### config.mk
export PLATFORM = sky130hd
export DESIGN_NAME = pipe_skid_stage_flat
export DESIGN_NICKNAME = d
export VERILOG_FILES = /design/src/rtl/pipe_pkg.sv /design/src/rtl/pipe_skid_stage_if.sv /design/src/rtl/pipe_skid_stage_sat_counter.sv /design/src/rtl/pipe_skid_stage.sv /design/src/flat_wrapper.sv
export SDC_FILE = /design/constraint.sdc
export NUM_CORES = 1
export LEC_CHECK = 0
export ABC_AREA = 0
export CORE_MARGIN = 8
export CORE_UTILIZATION = 50
export CTS_CLUSTER_SIZE = 10
export DETAILED_ROUTE_END_ITERATION = 8
export PLACE_DENSITY = 0.8
export SETUP_SLACK_MARGIN = 0.2
export SYNTH_ARGS = -nofsm -noshare
export SYNTH_HDL_FRONTEND = slang
export SYNTH_SLANG_ARGS = --single-unit
### constraint.sdc
create_clock -name clk -period 2.9 [get_ports clk]
set_clock_uncertainty 0.1 [all_clocks]
set_input_delay 0.58 -clock clk [delete_from_list [all_inputs] [get_ports clk]]
set_output_delay 0.58 -clock clk [all_outputs]
set_load 0.05 [all_outputs]
### src/rtl/pipe_pkg.sv
// Shared types for flow-controlled pipeline stages: stage FSM encoding and
// the MEM->WB payload layout carried by the first user of pipe_skid_stage.
package pipe_pkg;

  typedef enum logic [1:0] {
    EMPTY = 2'd0,
    HALF  = 2'd1,
    FULL  = 2'd2
  } pipe_state_e;

  typedef struct packed {
    logic [63:0] alu_result;
    logic [63:0] mem_data;
    logic [4:0]  rd_addr;
    logic        reg_write;
    logic        mem_to_reg;
  } mem_wb_payload_t;

  localparam int MEM_WB_W = $bits(mem_wb_payload_t);

endpackage

### src/rtl/pipe_skid_stage_if.sv
// Upstream and downstream valid/ready/data handshake of one pipe_skid_stage.
// The stage uses the slave modport; the surrounding pipeline uses master.
interface pipe_skid_stage_if #(
  parameter int WIDTH = pipe_pkg::MEM_WB_W
);

  logic             in_valid_i;
  logic             in_ready_o;
  logic [WIDTH-1:0] in_data_i;
  logic             out_valid_o;
  logic             out_ready_i;
  logic [WIDTH-1:0] out_data_o;

  modport master (
    output in_valid_i, in_data_i, out_ready_i,
    input  in_ready_o, out_valid_o, out_data_o
  );

  modport slave (
    input  in_valid_i, in_data_i, out_ready_i,
    output in_ready_o, out_valid_o, out_data_o
  );

endinterface

### src/rtl/pipe_skid_stage_sat_counter.sv
// Saturating up-counter with synchronous clear; sticks at all-ones.
module sat_counter #(
  parameter int CNT_W = 16
) (
  input  logic             clk,
  input  logic             rst_n,
  input  logic             clr,
  input  logic             inc,
  output logic [CNT_W-1:0] count
);

  // NOTE: sequential state is written with non-blocking assignments only, so
  // every flop samples its inputs as they were before the edge.
  always_ff @(posedge clk) begin
    if (!rst_n) begin
      count <= '0;
    end else if (clr) begin
      count <= '0;
    end else if (inc && (count != '1)) begin
      count <= count + CNT_W'(1);
    end
  end

endmodule

### src/rtl/pipe_skid_stage.sv
// Flow-controlled pipeline register with a two-entry skid buffer, flush and a
// saturating back-pressure counter. in_ready_o depends on the state only.
module pipe_skid_stage
  import pipe_pkg::*;
#(
  parameter int WIDTH = MEM_WB_W,
  parameter int CNT_W = 16
) (
  input  logic                  clk,
  input  logic                  rst_n,
  input  logic                  flush_i,
  pipe_skid_stage_if.slave      bus,
  output logic [1:0]            occupancy_o,
  output logic [CNT_W-1:0]      stall_cnt_o
);

  pipe_state_e      state_q, state_d;
  logic [WIDTH-1:0] main_q, skid_q;
  logic             load_main_in, load_main_skid, load_skid;
  logic             in_xfer, out_xfer;

  assign in_xfer  = bus.in_valid_i  && bus.in_ready_o;
  assign out_xfer = bus.out_valid_o && bus.out_ready_i;

  always_ff @(posedge clk) begin
    if (!rst_n) state_q <= EMPTY;
    else        state_q <= state_d;
  end

  // NOTE: every signal assigned here gets a default first so no path leaves
  // it unassigned, which would otherwise infer a latch.
  always_comb begin
    state_d        = state_q;
    load_main_in   = 1'b0;
    load_main_skid = 1'b0;
    load_skid      = 1'b0;
    unique case (state_q)
      EMPTY: if (in_xfer) begin
        load_main_in = 1'b1;
        state_d      = HALF;
      end
      HALF: begin
        if (in_xfer && out_xfer) begin
          load_main_in = 1'b1;
        end else if (in_xfer) begin
          load_skid = 1'b1;
          state_d   = FULL;
        end else if (out_xfer) begin
          state_d = EMPTY;
        end
      end
      FULL: if (out_xfer) begin
        load_main_skid = 1'b1;
        state_d        = HALF;
      end
      default: state_d = EMPTY;
    endcase
    // Flush kills validity only; payload registers keep their last contents.
    if (flush_i) begin
      state_d        = EMPTY;
      load_main_in   = 1'b0;
      load_main_skid = 1'b0;
      load_skid      = 1'b0;
    end
  end

  always_comb begin
    bus.out_valid_o = 1'b0;
    bus.in_ready_o  = 1'b1;
    occupancy_o     = 2'd0;
    unique case (state_q)
      EMPTY: ;
      HALF: begin
        bus.out_valid_o = 1'b1;
        occupancy_o     = 2'd1;
      end
      FULL: begin
        bus.out_valid_o = 1'b1;
        bus.in_ready_o  = 1'b0;
        occupancy_o     = 2'd2;
      end
      default: ;
    endcase
  end

  // NOTE: the payload registers are reset so out_data_o reads zero after reset;
  // the rest of the time they are qualified only by the FSM's validity.
  always_ff @(posedge clk) begin
    if (!rst_n) begin
      main_q <= '0;
      skid_q <= '0;
    end else begin
      if (load_main_in)        main_q <= bus.in_data_i;
      else if (load_main_skid) main_q <= skid_q;
      if (load_skid)           skid_q <= bus.in_data_i;
    end
  end

  assign bus.out_data_o = main_q;

  sat_counter #(.CNT_W(CNT_W)) u_stall_cnt (
    .clk   (clk),
    .rst_n (rst_n),
    .clr   (1'b0),
    .inc   (bus.out_valid_o && !bus.out_ready_i),
    .count (stall_cnt_o)
  );

endmodule

### src/flat_wrapper.sv
// flat-port wrapper written by rule: the top's interface ports become plain ports
module pipe_skid_stage_flat import pipe_pkg::*;
#(
  parameter int WIDTH = MEM_WB_W,
  parameter int CNT_W = 16
)
  (clk, rst_n, flush_i, occupancy_o, stall_cnt_o, bus_in_valid_i, bus_in_data_i, bus_out_ready_i, bus_in_ready_o, bus_out_valid_o, bus_out_data_o);
  pipe_skid_stage_if #(.WIDTH(WIDTH)) bus_i ();
  input  logic clk;
  input  logic rst_n;
  input  logic flush_i;
  output logic [1:0] occupancy_o;
  output logic [CNT_W-1:0] stall_cnt_o;
  input wire logic [$bits(bus_i.in_valid_i)-1:0] bus_in_valid_i;
  input wire logic [$bits(bus_i.in_data_i)-1:0] bus_in_data_i;
  input wire logic [$bits(bus_i.out_ready_i)-1:0] bus_out_ready_i;
  output wire logic [$bits(bus_i.in_ready_o)-1:0] bus_in_ready_o;
  output wire logic [$bits(bus_i.out_valid_o)-1:0] bus_out_valid_o;
  output wire logic [$bits(bus_i.out_data_o)-1:0] bus_out_data_o;
  assign bus_i.in_valid_i = bus_in_valid_i;
  assign bus_i.in_data_i = bus_in_data_i;
  assign bus_i.out_ready_i = bus_out_ready_i;
  assign bus_in_ready_o = bus_i.in_ready_o;
  assign bus_out_valid_o = bus_i.out_valid_o;
  assign bus_out_data_o = bus_i.out_data_o;
  pipe_skid_stage #(.WIDTH(WIDTH), .CNT_W(CNT_W)) u_core (.clk(clk), .rst_n(rst_n), .flush_i(flush_i), .bus(bus_i), .occupancy_o(occupancy_o), .stall_cnt_o(stall_cnt_o));
endmodule
[After elaboration in Yosys (flattened, before gate mapping)]
Cells that the tools add are included.
Storage, ports and cells
  ROM bits: 0
  memory bits (writable): 0
  memories kept: 0
  logic and storage cells: 45
  bits in registers: 288
  output and inout port bits: 155
  bits in latches: 0
Operators by class
  shift-type cells: 0
  multiplexer cells: 21
  divide/modulo/power cells: 0
  reduce and logical (&&, ||, !) cells: 11
  bitwise operators: 1
  $add $sub $neg: 1
  multipliers: 0
  order comparisons: 0
  eq/ne operators: 7
Operators by type and width (count)
  135-bit two-way mux: 2
  16-bit by 1-bit adder with 16-bit output, second input constant: 1
  16-bit inequality test, second input constant: 1
  1-bit two-way mux: 11
  2-bit two-way mux: 5
  2-bit one-hot mux with 3 select lines: 1
  1-bit logical AND: 5
  2-bit by 1-bit inequality test with 1-bit output, second input constant: 2
  2-bit one-hot mux with 2 select lines: 1
  4-bit AND reduction: 1
  2-bit OR reduction: 2
  3-bit by 1-bit inequality test with 1-bit output, second input constant: 1
  2-bit by 1-bit == test with 1-bit output, second input constant: 1
  2-bit == test, second input constant: 1
  2-bit logical NOT: 1
  2-bit inequality test, second input constant: 1
  1-bit one-hot mux with 2 select lines: 1
  2-bit nonzero test: 1
  1-bit logical NOT: 1
  1-bit NOT: 1

[Depth between registers and ports, before layout]
Gate-level depths: netlist of the first run.
  depth in word-level cells: 9
  gate-level depth with buffers: 9
  gate-level depth less buffers: 6

[Modules after synthesis]
Synthesis of the first run repeated with hierarchy kept, for this count alone.
Unflattened totals
  cell total of the unflattened synthesis: 1308
  area total of the unflattened synthesis: 12293.0 um^2
By module, submodules not included
  pipe_skid_stage: cells an instance 1217, area each 11428.5 um^2, sequential area each 5445.2 um^2, instances 1
  sat_counter: cells an instance 91, area each 864.6 um^2, sequential area each 320.3 um^2, instances 1

[Worst setup path before layout of the first run]
Ideal clock, no wire load.
  path kind: register -> register
  start: register u_core.state_q[1]
  end: register u_core.u_stall_cnt.count[10]
  stages on the path, launching flop included: 8
  setup slack: 0.481 ns
  setup time: 0.115 ns
  required time: 2.685 ns
  arrival time: 2.204 ns
  cells stage by stage: dfxtp_1 inv_1 ha_1 nand2b_1 or3_1 clkbuf_2 o31a_1 o21a_1
On the way
  cells in the longest elaborated chain, start to end: 5
RTL lines
  start: declaration: line pipe_skid_stage.sv:17  | pipe_state_e state_q, state_d;
  start signal: assignment: line pipe_skid_stage.sv:27  | else state_q <= state_d;
  2-bit by 1-bit == test with 1-bit output or 2-bit == test (tied branches): line pipe_skid_stage.sv:71  | unique case (state_q)
  2-bit OR reduction (no source line) *
  1-bit two-way mux *: line pipe_skid_stage.sv:71
  net bus_out_valid_o: line flat_wrapper.sv:18  | output wire logic [$bits(bus_i.out_valid_o)-1:0] bus_out_valid_o;
  1-bit logical AND *: line pipe_skid_stage.sv:105  | .inc (bus.out_valid_o && !bus.out_ready_i),
  1-bit logical AND *: line pipe_skid_stage_sat_counter.sv:19  | end else if (inc && (count != '1)) begin
  end signal: assignment: line pipe_skid_stage_sat_counter.sv:20  | count <= count + CNT_W'(1);
  end: declaration: line pipe_skid_stage_sat_counter.sv:9  | output logic [CNT_W-1:0] count
The timed path passes the listed nets; every way through them passes the cells marked *.
A chain may end at the register's enable or synchronous reset.

[Worst setup path after layout of the first run]
  start: register u_core.state_q[0]
  end: output port occupancy_o[1]
On the way
  cells in the longest elaborated chain, start to end: 2
RTL lines
  2-bit == test or 2-bit by 1-bit == test with 1-bit output (tied branches): line pipe_skid_stage.sv:71
  2-bit one-hot mux with 2 select lines *: line pipe_skid_stage.sv:71
  end: declaration: line flat_wrapper.sv:12  | output logic [1:0] occupancy_o;
Every way passes the cells marked *; elsewhere a longest branch is shown, timed or not.

==> flow_summary.json, run 1 <==
{
  "grt_pass1_vias": 9954,
  "max_cap_violations": 0,
  "die_h_um": 172.5,
  "area_growth_pct": 34.71,
  "cellLeakagePower_nw": 8.181,
  "p_sw_w": 0.002519,
  "async_reset_ff_frac": 0,
  "routedWlPerCell_um": 17.05,
  "avgSynthCellArea_um2": 9.308,
  "globalRouteOverflowTotal": 0,
  "whs_path_depth": 2,
  "drc": 0,
  "grt_pass1_wl_mm": 50.97,
  "r2r-start": "u_core.state_q[1]",
  "clk_path_buf_depth": 3,
  "cts_hold_buf": 0,
  "slowest_delay_ns": 0.81,
  "reg2regPathDepth": 8,
  "hp-class": "reg -> reg",
  "critPathRequiredTime_ns": 2.22,
  "min_period_over_period": 0.8984,
  "hold_viol_final": 0,
  "outcome": "completed",
  "grt_usage": 0.2090,
  "p_clk_frac": 0.398,
  "cp.arrival_ns": 1.93,
  "start_kind": "flop",
  "tightest_slew_ns": 0.8141,
  "first_pass_iters": 5,
  "drtIter0Drc": 646,
  "min_to": "u_core.skid_q[130]",
  "io_pins": 295,
  "gp_congestion": 0.7692,
  "cts_setup_buffers": 0,
  "wl_mm": 32.37,
  "cts_made_buffers": 35,
  "clk_pin_slew_ns": 0.05,
  "p_per_area_mw_per_mm2": 584.4,
  "cts_tree": "yes",
  "fill_cells": 1887,
  "fin_crit_ns": 2.605,
  "die-width_um": 172.5,
  "netlist_area_mm2": 0.01224,
  "drv_slew": 0,
  "clock-sinks": 288,
  "nets": 1714,
  "fmax_ghz": 0.3838,
  "grt_max_degree": 108,
  "clkLatencyLatePin_ns": 0.49,
  "clock-root-buffer": "clkbuf_16",
  "htree_num_levels": 2,
  "synth_cells": 1315,
  "ys_types": 48,
  "crit_type": "reg -> out",
  "cpMaxStageDelayCell": "clkdlybuf4s50_1",
  "yosys_register_bits": 288,
  "synth_edf_count": 0,
  "end_kind": "primary output",
  "pwr-share-seq": 0.439,
  "syn_nets": 1461,
  "ys_seq_area_frac": 0.4710,
  "dr_total_vias": 10190,
  "power_frac_comb": 0.163,
  "viasPerCell": 5.364,
  "rsz0062_at_grt": "false",
  "design.die.area_mm2": 0.02974,
  "slew_headroom": 0.4514,
  "setup_viol_count_final": 0,
  "drive_gt1_frac": 0.05149,
  "finalSetupTns_ns": 0,
  "worst_ir_drop_vdd_mv": 0.4590,
  "timing.rr.end": "u_core.bus.out_data_o[96]",
  "hp-start": "u_core.skid_q[130]",
  "crit_start": "u_core.state_q[0]",
  "rows": 57,
  "yosys_most_used_dff": "dfxtp_1",
  "power.total_w": 0.009636,
  "drtAntennaViolNets": 0,
  "crit_path_cell_trace": "inv_1 -> ha_1 -> clkdlybuf4s50_1",
  "io_buffers": 294,
  "crit_path_max_fanout": 4,
  "reg2reg_slack_ns": 0.51,
  "netSwitchingFraction": 0.2614,
  "initial_utilization": 0.5063,
  "internal-power_w": 0.007117,
  "hpwl_mm": 21.85,
  "yosys_warnings": 0,
  "antenna_found_initial": 1,
  "coreArea_mm2": 0.02418
}
==> placed cells by master, fill, tap and decap left out, types with 2 or more instances in the layout <==
| cell type | count |
|---|---|
| a21oi_1 | 2 |
| nand2b_1 | 5 |
| a21boi_1 | 8 |
| nand3_1 | 9 |
| o21a_1 | 4 |
| nor2_1 | 5 |
| a21boi_0 | 133 |
| diode_2 | 2 |
| or4_1 | 2 |
| or3_1 | 4 |
| clkbuf_1 | 3 |
| dfxtp_1 | 288 |
| clkdlybuf4s50_1 | 290 |
| a31oi_1 | 2 |
| buf_4 | 15 |
| nor3_1 | 5 |
| clkbuf_16 | 37 |
| ha_1 | 6 |
| o211a_1 | 135 |
| o21ai_0 | 7 |
| a22oi_1 | 2 |
| o31ai_1 | 2 |
| o31a_1 | 2 |
| nand2_1 | 417 |
| nand4_1 | 2 |
| buf_12 | 14 |
| mux2i_1 | 138 |
| inv_1 | 6 |
==> worst max path at each step <==
| stage | end | slack, ns |
|---|---|---|
| after floorplan | u_core.u_stall_cnt.count[10] | 0.48 |
| after global placement | u_core.bus.out_data_o[94] | 0.33 |
| after detailed placement | u_core.bus.out_data_o[101] | 0.29 |
| after CTS | bus_out_valid_o | 0.20 |
| after global routing | bus_in_ready_o | 0.21 |
| final | occupancy_o[1] | 0.29 |
==> stage by stage <==
stage               worst slack (ns)    util  cells  hold WS (ns)  area [µm²]
finish                        0.2947  0.6820   1899        0.3533       16490
global route                  0.2068  0.6819   1898        0.3753       16490
CTS                           0.2027  0.6819   1897        0.3528       16490
detailed placement            0.2927  0.6417   1855        0.3456       15510
global placement              0.3275  0.6417   1855        0.3405       15510
floorplan                     0.4809       -   1315        0.3344       12240
==> synthesized netlist by cell type, drive strengths merged (2+ instances only) <==
cell type / instances / area (µm²)
nand2: 418 / 1569
dfxtp: 288 / 5766
a21boi: 141 / 1059
mux2i: 138 / 1381
o211a: 135 / 1351
buf: 55 / 290.3
clkbuf: 52 / 196.4
nand3: 9 / 45.04
o21ai: 8 / 43.79
ha: 6 / 75.07
inv: 6 / 22.52
nand2b: 5 / 31.28
nor2: 5 / 18.77
nor3: 5 / 25.02
nand4: 4 / 46.29
o21a: 4 / 30.03
or3: 4 / 25.02
a21oi: 2 / 10.01
a22oi: 2 / 15.01
a31oi: 2 / 12.51
and2: 2 / 12.51
and4: 2 / 18.77
o31a: 2 / 17.52
o31ai: 2 / 15.01
or4: 2 / 15.01
==> layout make-up <==
class,count,area [µm²],share of cell area
Clock inverter,2,37.54,0.002276
Multi-Input combinational cell,914,5983,0.3628
Sequential cell,288,5766,0.3496
Inverter,6,22.52,0.001366
Timing Repair Buffer,323,3333,0.2021
Clock buffer,40,937.1,0.05683
Antenna cell,2,5.005,0.0003035
Tap cell,324,405.4,0.02458
==> registers in the layout, indices dropped and copies added, names as in the netlist <==
register,cells
u_core.state_q,2
u_core.u_stall_cnt.count,16
u_core.bus.out_data_o,135
u_core.skid_q,135
==> power by group through the flow <==
| stage | registers, W | clock network (W) | logic (W) |
|---|---|---|---|
| 4_1_cts | 0.00423 | 0.00394 | 0.00158 |
| 6_report | 0.00423 | 0.00384 | 0.00157 |
| 2_1_floorplan | 0.00477 | 0 | 0.000466 |
| 3_3_place_gp | 0.00431 | 0 | 0.00155 |
| 5_1_grt | 0.00425 | 0.00410 | 0.00167 |
| 3_5_place_dp | 0.00431 | 0 | 0.00157 |
==> logic make-up after synthesis <==
family          count (synthesis)  synth area share
fa+ha+maj                       7          0.006951
xor+xnor                        1         0.0007157
buf+inv                       113           0.04160
simple gates                  465            0.1540
mux                           138            0.1128
compound gates                303            0.2128
flops                         288            0.4710
==> metal layers <==
layer	share of wire	GRT usage
met1	0.41	0.2481
met2	0.49	0.3566
met3	0.076	0.05616
met4	0.028	0.07684
met5	0	0
==> critical path, delay by kind of cell, from the launching register on <==
family,cells,cell delay [ns]
fa+ha+maj,1,0.17
buf+inv,2,0.94
flops,1,0.33
==> repair_timing <==
| action | in CTS | in global routing |
|---|---|---|
| resized for setup | 2 | 3 |
| setup endpoints to repair | 2 | 2 |
| hold endpoints to repair | 0 | 0 |
Note: power is estimated with default switching activity, not from simulation.
==> run 2: changes to the inputs <==
--- a/config.mk
+++ b/config.mk
@@ -10,6 +10,7 @@
 export CORE_UTILIZATION = 50
 export CTS_CLUSTER_SIZE = 10
 export DETAILED_ROUTE_END_ITERATION = 8
+export HOLD_SLACK_MARGIN = 0.06
 export PLACE_DENSITY = 0.8
 export SETUP_SLACK_MARGIN = 0.2
 export SYNTH_ARGS = -nofsm -noshare
==> results of run 2 <==
No change in the layout: final DEF, timing and power equal those of run 1.
==> run 3: changes to the inputs <==
--- a/config.mk
+++ b/config.mk
@@ -5,11 +5,11 @@
 export SDC_FILE = /design/constraint.sdc
 export NUM_CORES = 1
 export LEC_CHECK = 0
-export ABC_AREA = 0
 export CORE_MARGIN = 8
 export CORE_UTILIZATION = 50
 export CTS_CLUSTER_SIZE = 10
 export DETAILED_ROUTE_END_ITERATION = 8
+export GPL_ROUTABILITY_DRIVEN = 0
 export HOLD_SLACK_MARGIN = 0.06
 export PLACE_DENSITY = 0.8
 export SETUP_SLACK_MARGIN = 0.2
==> results of run 3 <==
No change in the layout: final DEF, timing and power equal those of run 1.
